[src/rtl/mul_acc_pkg.sv]
// rtl/mul_acc_pkg.sv - shared state encoding and default widths for the accumulate stage
package mul_acc_pkg;

    typedef enum logic [1:0] {
        IDLE = 2'd0,
        ACC  = 2'd1,
        HOLD = 2'd2
    } mul_acc_state_e;

    localparam int IN_WIDTH_DEF  = 32;
    localparam int ACC_WIDTH_DEF = 40;
    localparam int CNT_WIDTH_DEF = 8;

endpackage

[src/rtl/acc_sat_add.sv]
// rtl/acc_sat_add.sv - combinational accumulator adder, wrapping or saturating (MUL_ACC_SATURATE_EN)
module acc_sat_add #(
    parameter int WIDTH = 40
) (
    input  logic [WIDTH-1:0] a_i,
    input  logic [WIDTH-1:0] b_i,
    output logic [WIDTH-1:0] sum_o,
    output logic             carry_o
);

    logic [WIDTH:0] full_sum;

    assign full_sum = {1'b0, a_i} + {1'b0, b_i};
    assign carry_o  = full_sum[WIDTH];

`ifdef MUL_ACC_SATURATE_EN
    // An all-ones accumulator can only stay all-ones, so clamping holds for the rest of the burst.
    assign sum_o = full_sum[WIDTH] ? {WIDTH{1'b1}} : full_sum[WIDTH-1:0];
`else
    assign sum_o = full_sum[WIDTH-1:0];
`endif

endmodule

[src/rtl/mul_acc_stage.sv]
// rtl/mul_acc_stage.sv - burst accumulate stage behind the multiplier PE; io_ovf exists only with MUL_ACC_SATURATE_EN
module mul_acc_stage
    import mul_acc_pkg::*;
#(
    parameter int IN_WIDTH  = IN_WIDTH_DEF,
    parameter int ACC_WIDTH = ACC_WIDTH_DEF,
    parameter int CNT_WIDTH = CNT_WIDTH_DEF
) (
    input  logic                 clock,
    input  logic                 reset_n,
    input  logic [IN_WIDTH-1:0]  io_inputs_0,
    input  logic                 io_in_valid,
    output logic                 io_in_ready,
    input  logic [CNT_WIDTH-1:0] io_len,
    input  logic                 io_clear,
    output logic [ACC_WIDTH-1:0] io_outs_0,
    output logic                 io_out_valid,
    input  logic                 io_out_ready
`ifdef MUL_ACC_SATURATE_EN
    ,
    output logic                 io_ovf
`endif
);

    mul_acc_state_e       state_q;
    logic [ACC_WIDTH-1:0] acc_q;
    logic [ACC_WIDTH-1:0] acc_d;
    logic [CNT_WIDTH-1:0] cnt_q;
    logic [CNT_WIDTH-1:0] cnt_d;
    logic [CNT_WIDTH-1:0] len_q;
    logic [CNT_WIDTH-1:0] len_d;
    logic [ACC_WIDTH-1:0] out_q;
    logic                 out_valid_q;
    logic [ACC_WIDTH-1:0] prod_ext;
    logic                 add_carry;
`ifdef MUL_ACC_SATURATE_EN
    logic                 ovf_q;
`endif

    assign prod_ext = ACC_WIDTH'(io_inputs_0);
    assign cnt_d    = cnt_q + CNT_WIDTH'(1);
    // A zero length would never terminate the burst, so it behaves as a single beat.
    assign len_d    = (io_len == '0) ? CNT_WIDTH'(1) : io_len;

    acc_sat_add #(
        .WIDTH (ACC_WIDTH)
    ) u_add (
        .a_i     (acc_q),
        .b_i     (prod_ext),
        .sum_o   (acc_d),
        .carry_o (add_carry)
    );

    assign io_in_ready  = (state_q != HOLD);
    assign io_outs_0    = out_q;
    assign io_out_valid = out_valid_q;
`ifdef MUL_ACC_SATURATE_EN
    assign io_ovf       = ovf_q;
`endif

    always_ff @(posedge clock or negedge reset_n) begin
        if (!reset_n) begin
            state_q     <= IDLE;
            acc_q       <= '0;
            cnt_q       <= '0;
            len_q       <= '0;
            out_q       <= '0;
            out_valid_q <= 1'b0;
`ifdef MUL_ACC_SATURATE_EN
            ovf_q       <= 1'b0;
`endif
        end else if (io_clear) begin
            state_q     <= IDLE;
            acc_q       <= '0;
            cnt_q       <= '0;
            out_valid_q <= 1'b0;
`ifdef MUL_ACC_SATURATE_EN
            ovf_q       <= 1'b0;
`endif
        end else begin
            case (state_q)
                IDLE: begin
                    if (io_in_valid) begin
                        acc_q <= prod_ext;
                        cnt_q <= CNT_WIDTH'(1);
                        len_q <= len_d;
`ifdef MUL_ACC_SATURATE_EN
                        ovf_q <= 1'b0;
`endif
                        if (len_d == CNT_WIDTH'(1)) begin
                            state_q     <= HOLD;
                            out_q       <= prod_ext;
                            out_valid_q <= 1'b1;
                        end else begin
                            state_q <= ACC;
                        end
                    end
                end
                ACC: begin
                    if (io_in_valid) begin
                        acc_q <= acc_d;
                        cnt_q <= cnt_d;
`ifdef MUL_ACC_SATURATE_EN
                        ovf_q <= ovf_q | add_carry;
`endif
                        if (cnt_d == len_q) begin
                            state_q     <= HOLD;
                            out_q       <= acc_d;
                            out_valid_q <= 1'b1;
                        end
                    end
                end
                HOLD: begin
                    if (io_out_ready) begin
                        state_q     <= IDLE;
                        out_valid_q <= 1'b0;
                    end
                end
                default: begin
                    state_q     <= IDLE;
                    out_valid_q <= 1'b0;
                end
            endcase
        end
    end

endmodule

[config.mk]
export PLATFORM = sky130hd
export DESIGN_NAME = mul_acc_stage
export DESIGN_NICKNAME = d
export VERILOG_FILES = /design/src/rtl/mul_acc_pkg.sv /design/src/rtl/acc_sat_add.sv /design/src/rtl/mul_acc_stage.sv
export SDC_FILE = /design/constraint.sdc
export NUM_CORES = 1
export LEC_CHECK = 0
export ABC_AREA = 1
export CAP_MARGIN = 20
export CORE_ASPECT_RATIO = 0.6
export CORE_UTILIZATION = 50
export CTS_CLUSTER_DIAMETER = 200
export DETAILED_ROUTE_END_ITERATION = 6
export PLACE_DENSITY = 0.73
export SYNTH_ARGS = -nofsm -noshare
export SYNTH_HDL_FRONTEND = slang
export SYNTH_SLANG_ARGS = --single-unit
[constraint.sdc]
create_clock -name clock -period 3.4 [get_ports clock]
set_input_delay 0.51 -clock clock [delete_from_list [all_inputs] [get_ports clock]]
set_output_delay 0.51 -clock clock [all_outputs]
set_load 0.05 [all_outputs]
==> reports/metrics.csv <==
metric,value,unit
diodes inserted,0,
remaining antenna violation count after routing,0,
Worst Tran Pin Value,1.02,ns
number of global-route vias before repair,6724,
Most Frequent Cell on Critical Path,nand2_1,
Avg WL per Cell,15.6,um
global-route wire length before repair,36100,um
internal power,3.17,mW
min cycle time layout,2.70,ns
MaxCap Viol Count,0,
largest net degree at the start of global routing,60,
placed inst area,8400,sq um
Post-Syn Area,7310,sq um
highest metal layer with signal wires,met4,
Max VDD drop,0.655,mV
hpwl dp,17700,um
worst-path fanout max,5,
GRT Residual Overflow,0,
slew margin rel.,32.0,%
metal3 WL,2560,um
area grow syn2layout,19.0,%
Design Power,6.16,mW
Sink Count,99,
CTS tree,done,
crit path DAT,3.01,ns
critical path cell sequence,clkdlybuf4s50_1 -> ha_1 -> nand2_1 -> nor2_1 -> nand2_1 -> nor2_1 -> nand2_1 -> nand3_1 -> nand2_1 -> nand3_1 -> nand2_1 -> nor2_1 -> nand2_1 -> nand2_1,
deepest clock path buffer count,2,
switching share of power,48.6,%
reg2reg end,io_outs_0[11]$_DFFE_PN0P_,
Max Transition Viols Final,0,
final worst setup slack,0.698,ns
share of cells above drive strength 1,3.58,%
Post-Layout Cell Count,1450,
initial cell density of the core,52.4,%
share of the synthesized area in the top cell type,33.9,%
core area,14000,sq um
"Seq/Total Area, Yosys",33.9,%
Comb pwr share,54.1,%
Final Hold Slack,0.159,ns
DRC Markers,0,
worst r2r path cells,11,
leakage power,4.80,nW
Die X-Extent,158,um
hold_buf cts,0,
Layout Nets,1333,
status,completed,
Worst Clk Skew,0.0179,ns
CP max stage cell,clkdlybuf4s50_1,
critical path required time,3.70,ns
chip height,95.7,um
Die ar.,15100,sq um
"Top FF cell, synth",dfrtp_1,
wire length on met1,12000,um
IO Pins,87,
clock share of power,17.4,%
synthesis-stage register bit count,99,
initial antenna violation count,0,
worst flop-to-flop path startpoint,acc_q[2]$_DFFE_PN0P_,
WS Path Type,input pin to register,
cell area after layout,8700,sq um
clk_lat worst skew,0.36,ns
vias per cell,5.18,
ys async rst share,100,%
final setup fails,0,
sw power,2.99,mW
top post-synthesis cells by area,"dfrtp_1 34%, nand2_1 27%, inv_1 8.4%",
post-place setup slack,0.405,ns
"EDFF count, synth",0,
Seq pwr share,28.5,%
Post-Syn Instances,1170,
post-CTS setup buffer count,0,
"area leader, netlist",dfrtp_1,
DP Cell Count,1435,
max frequency,370,MHz
total CTS buffers,9,
power per cell area,708,nW/um^2
All-Layer GR Usage,32.0,%
drt total wl,22600,um
Avg Synthesized Cell Area,6.25,sq um
post-cts sizing count,0,
clk slew on worst S/H paths,0.08,ns
gpl congestion,1.01,
port buffer count,86,
worst hold path class,input pin to async pin,
flop2flop setup slack,0.97,ns
Final period util,79.5,%
Pre-antenna DRT Iters,5,
largest stage delay on the critical path,0.49,ns
starting DRC count in detailed routing,674,
Mapped Nets,1249,
Syn. warnings,0,
critical path launch point type,input pin,
Root Driver,clkbuf_16,
Final Util,62.3,%
CTS H-tree lvls,3,
Rows,33,
CP endpoint kind,register,
met2 routed WL,7940,um
"Distinct cells, synth",36,
vias after detailed routing,7506,
"Hold Vio Cnt, Final",0,
TNS Setup,0,ns
unrepaired setup endpoints after global routing,false,
-- cell usage in the layout, fill, tap and decap left out, types with 4 or more instances in the layout --
cell type	Yosys	final
ha_1	33	33
mux2i_1	4	4
dfrtp_1	99	99
inv_1	164	164
o22ai_1	6	6
nand3_1	61	61
xor2_1	6	6
nor2_1	95	93
buf_4	0	11
o21bai_1	5	5
clkbuf_16	0	9
o21ai_0	33	33
nand3b_1	9	9
nand4_1	9	9
nand2_1	535	534
nor3_1	6	6
o21ai_1	11	11
a21oi_1	36	36
clkdlybuf4s50_1	0	85
xnor2_1	10	10
-- critical path, delay by kind of cell --
kind / cells / cell delay, ns
buffers and inverters: 1 / 0.49
and+or+nand+nor: 12 / 1.60
adders and majority gates: 1 / 0.40
-- power groups by stage --
stage	Sequential (mW)	Combinational [mW]	Clock, mW
floorplan	2.38	1.59	0
global placement	1.77	3.26	0
detailed placement	1.77	3.27	0
CTS	1.76	3.29	1.09
global route	1.80	3.62	1.13
finish	1.76	3.33	1.07
-- cells by family after synthesis --
| family | share of synthesized area (%) |
|---|---|
| flops | 33.9 |
| buf+inv | 10.0 |
| mux | 1.01 |
| fa+ha+maj | 5.92 |
| compound gates | 7.31 |
| simple gates | 39.9 |
| xor+xnor | 1.92 |
-- how the worst max path moves through the flow --
| stage | startpoint | end | slack, ns | depth (start not counted) |
|---|---|---|---|---|
| global route | io_inputs_0[16] | io_outs_0[35]$_DFFE_PN0P_ | 0.52 | 14 |
| global placement | io_inputs_0[0] | io_outs_0[16]$_DFFE_PN0P_ | 0.44 | 14 |
| finish | io_inputs_0[16] | io_outs_0[35]$_DFFE_PN0P_ | 0.70 | 14 |
| CTS | io_inputs_0[16] | io_outs_0[35]$_DFFE_PN0P_ | 0.77 | 14 |
| detailed placement | io_inputs_0[0] | io_outs_0[16]$_DFFE_PN0P_ | 0.40 | 14 |
| floorplan | io_inputs_0[0] | io_outs_0[16]$_DFFE_PN0P_ | 1.12 | 13 |
-- flip-flops by register name, summed over array words and instances (netlist names) --
| register | flops |
|---|---|
| cnt_q | 8 |
| state_q | 2 |
| len_q | 8 |
| io_outs_0 | 40 |
| acc_q | 40 |
| io_out_valid | 1 |
-- synthesized netlist by cell type (2+ instances only) --
cell type / n
nand2_2: 2
o21ai_2: 2
and2_1: 3
buf_6: 2
nand2_1: 535
buf_2: 8
o21bai_1: 5
nand3_2: 2
o21ai_1: 11
mux2i_1: 4
a21oi_1: 36
nand4_1: 9
mux2_2: 3
clkbuf_1: 12
xor2_1: 6
nor4_1: 2
xnor2_1: 10
dfrtp_1: 99
or2_2: 2
nor3_1: 6
o21ai_0: 33
nand3b_1: 9
o22ai_1: 6
nor2_1: 95
ha_1: 33
buf_1: 2
nand3_1: 61
inv_1: 164
-- metal layers --
| layer | vias up | global-route usage (%) |
|---|---|---|
| met4 | 0 | 4.81 |
| met5 | - | 0 |
| met3 | 11 | 7.82 |
| met1 | 3391 | 52.7 |
| li1 | 3766 | - |
| met2 | 338 | 40.5 |
-- area by class of cell --
| type | count | area, sq um |
|---|---|---|
| clock buffer | 9 | 225 |
| clock inverter | 6 | 71.3 |
| fill | 1395 | 5260 |
| inverter | 165 | 619 |
| multi-input combinational | 882 | 4110 |
| sequential | 99 | 2480 |
| tap | 192 | 240 |
| timing repair buffer | 97 | 953 |
Power figures use the tool's default switching activity.
==> patch, RTL diff (same flow settings) <==
Re-encode `mul_acc_state_e` (3 states) as one-hot, 3 bits wide.
--- a/src/rtl/mul_acc_pkg.sv
+++ b/src/rtl/mul_acc_pkg.sv
@@ -3,6 +3,6 @@
 
-    typedef enum logic [1:0] {
-        IDLE = 2'd0,
-        ACC  = 2'd1,
-        HOLD = 2'd2
+    typedef enum logic [2:0] {
+        IDLE = 3'b001,
+        ACC  = 3'b010,
+        HOLD = 3'b100
     } mul_acc_state_e;
Check against the original RTL: no difference found for any inputs over 4 cycles, from zero or initial values and one cycle with reset_n low; so few cycles prove little.
==> patch against the unedited design <==
- fmax up 2.9%
- count of clock-buffer cells in the layout up 1
- worst setup slack better by 76 ps
- area after synthesis up 5.2%
- global-route usage down 0.90 points
- non-clock buffer count down 3
- wire length up 3.5%
- critical path type unchanged
- total power down 13%
- critical endpoint is now io_outs_0[28]
- sequential cell count up 1
- final cell count up 4.4%
- synthesized cell count up 4.9%
- largest cell class unchanged
- final area up 3.9%
==> patch: results (changes against the unedited design) <==
| Metric | Value |
|---|---|
| Outcome | `completed` |
| Routed wirelength normalized by instance count | `15.5 microns (-0.83%)` |
| GP Congestion | `0.986 (-2.6%)` |
| Max transition margin | `40.1% (+8.0 points)` |
| Register area share after synthesis | `32.6% (-1.3 points)` |
| Post-Syn Instances | `1227 (+4.9%)` |
| Later-pin clock latency in the skew report | `360 ps (about the same)` |
| Psw | `2520 uW (-16%)` |
| Worst path arrival time | `2920 ps (-90 ps)` |
| Clk buf depth | `2 (unchanged)` |
| Setup Slack @ Placement | `456 ps (+51.8 ps)` |
| Maximum fanout along the worst path | `5 (unchanged)` |
| Static Leakage | `0.00499 uW (+4.1%)` |
| Sum of routed wire length over all layers | `23.4 mm (+3.5%)` |
| Slowest cell on the critical path | `fa_1` |
| Synth area leaders | `dfrtp_1, nand2_1, inv_1` |
| Combined global-route utilization of all metal layers | `31.1% (-0.90 points)` |
| NumNets Final | `1390 (+4.3%)` |
| Cell at the root of the clock tree | `clkbuf_16` |
| Class of the worst hold path | `in -> async` |
| Ratio of cells with drive above 1 in the final layout | `5.47% (+1.9 points)` |
| Top cell types by occurrence after synthesis | `nand2_1, inv_1, dfrtp_1, nor2_1, nand3_1` |
| First-pass GRT wire length | `38.0 mm (+5.4%)` |
| Worst clock skew on the final layout | `10.8 ps (-7.12 ps)` |
| Multi-input gate area in the final layout | `0.00433 sq mm (+5.2%)` |
| Maximum number of pins on one net before global-route repair | `56 (-6.7%)` |
| Via count of the first global-routing pass | `7186 (+6.9%)` |
| Post-synthesis net count | `1306 (+4.6%)` |
| DRC marker count from the first detailed-route iteration | `737 (+9.3%)` |
| Cell area after placement | `0.00873 sq mm (+3.9%)` |
| Worst supply voltage drop on vdd | `403 uV (-38%)` |
| Distinct cells, synth | `38 (+5.6%)` |
| Placed cell count | `1498 (+4.4%)` |
| Via count normalized by instance count | `5.15 (-0.53%)` |
| Clock transition time at the flip-flop clock pins of the worst setup and hold paths | `80 ps (about the same)` |
| FILL cells | `1404 (+0.65%)` |
| DP HPWL | `18.4 mm (+3.8%)` |
| TritonRoute pass-1 iters | `7 (+2)` |
| Post-CTS sizing | `0 (unchanged)` |
| Yosys warning total | `0 (unchanged)` |
==> patch: cell count changes after synthesis, sizes merged, moves of 4 or more <==
cell,delta
nand3,+17
o21bai,-4
o21ai,+9
clkbuf,-5
nand2,+17
xnor2,-5
inv,+28
a21oi,-4
==> patch: cells by family (layout without fill, tap and decap cells) <==
group                      Yosys count  count (layout)  share of synthesized area (%)
and+or+nand+nor                    759             759                           40.6
buffers and inverters              214             303                           11.2
AOI/OAI and AO/OA                  104             104                           8.05
DFF                                100             100                           32.6
adders and majority gates           34              34                           5.63
xor gates and xnor gates             9               9                           1.02
muxes                                7               7                          0.911
==> patch: layout make-up <==
class	count	area share, %
multi-input cells	913	47.9
flip-flops and latches	100	27.7
repair buffers	94	10.3
inverters	193	8.02
well taps	198	2.74
clock buffers	10	2.65
clock inverters	6	0.693
==> patch: metal layers <==
metal | GRT usage, % | part of all wire [%] | up-vias
li1 | - | - | 3951
met3 | 9.60 | 13 | 15
met4 | 5.30 | 0.66 | 0
met1 | 50.1 | 52 | 3488
met5 | 0 | 0 | -
met2 | 39.4 | 35 | 342
==> patch: final timing paths <==
path	startpoint	to	slack, ps	cells past startpoint
worst max-delay path	io_inputs_0[0]	io_outs_0[28]	770	16
worst min-delay path	reset_n	io_outs_0[1]	170	1
worst max register to register	cnt_q[0]	io_outs_0[1]	860	14
worst min register to register	io_outs_0[39]	io_outs_0[39]	490	2
max in group asynchronous	reset_n	cnt_q[6]	2530	2
min in group clock	io_outs_0[39]	io_outs_0[39]	490	2
==> patch: power by group through the flow <==
stage / clock network (uW) / registers (uW) / logic (uW)
after floorplan: 0 / 1940 / 1490
after detailed placement: 0 / 1640 / 2600
final: 1080 / 1630 / 2660
after CTS: 1090 / 1620 / 2610
after global placement: 0 / 1640 / 2570
after global routing: 1140 / 1660 / 2920
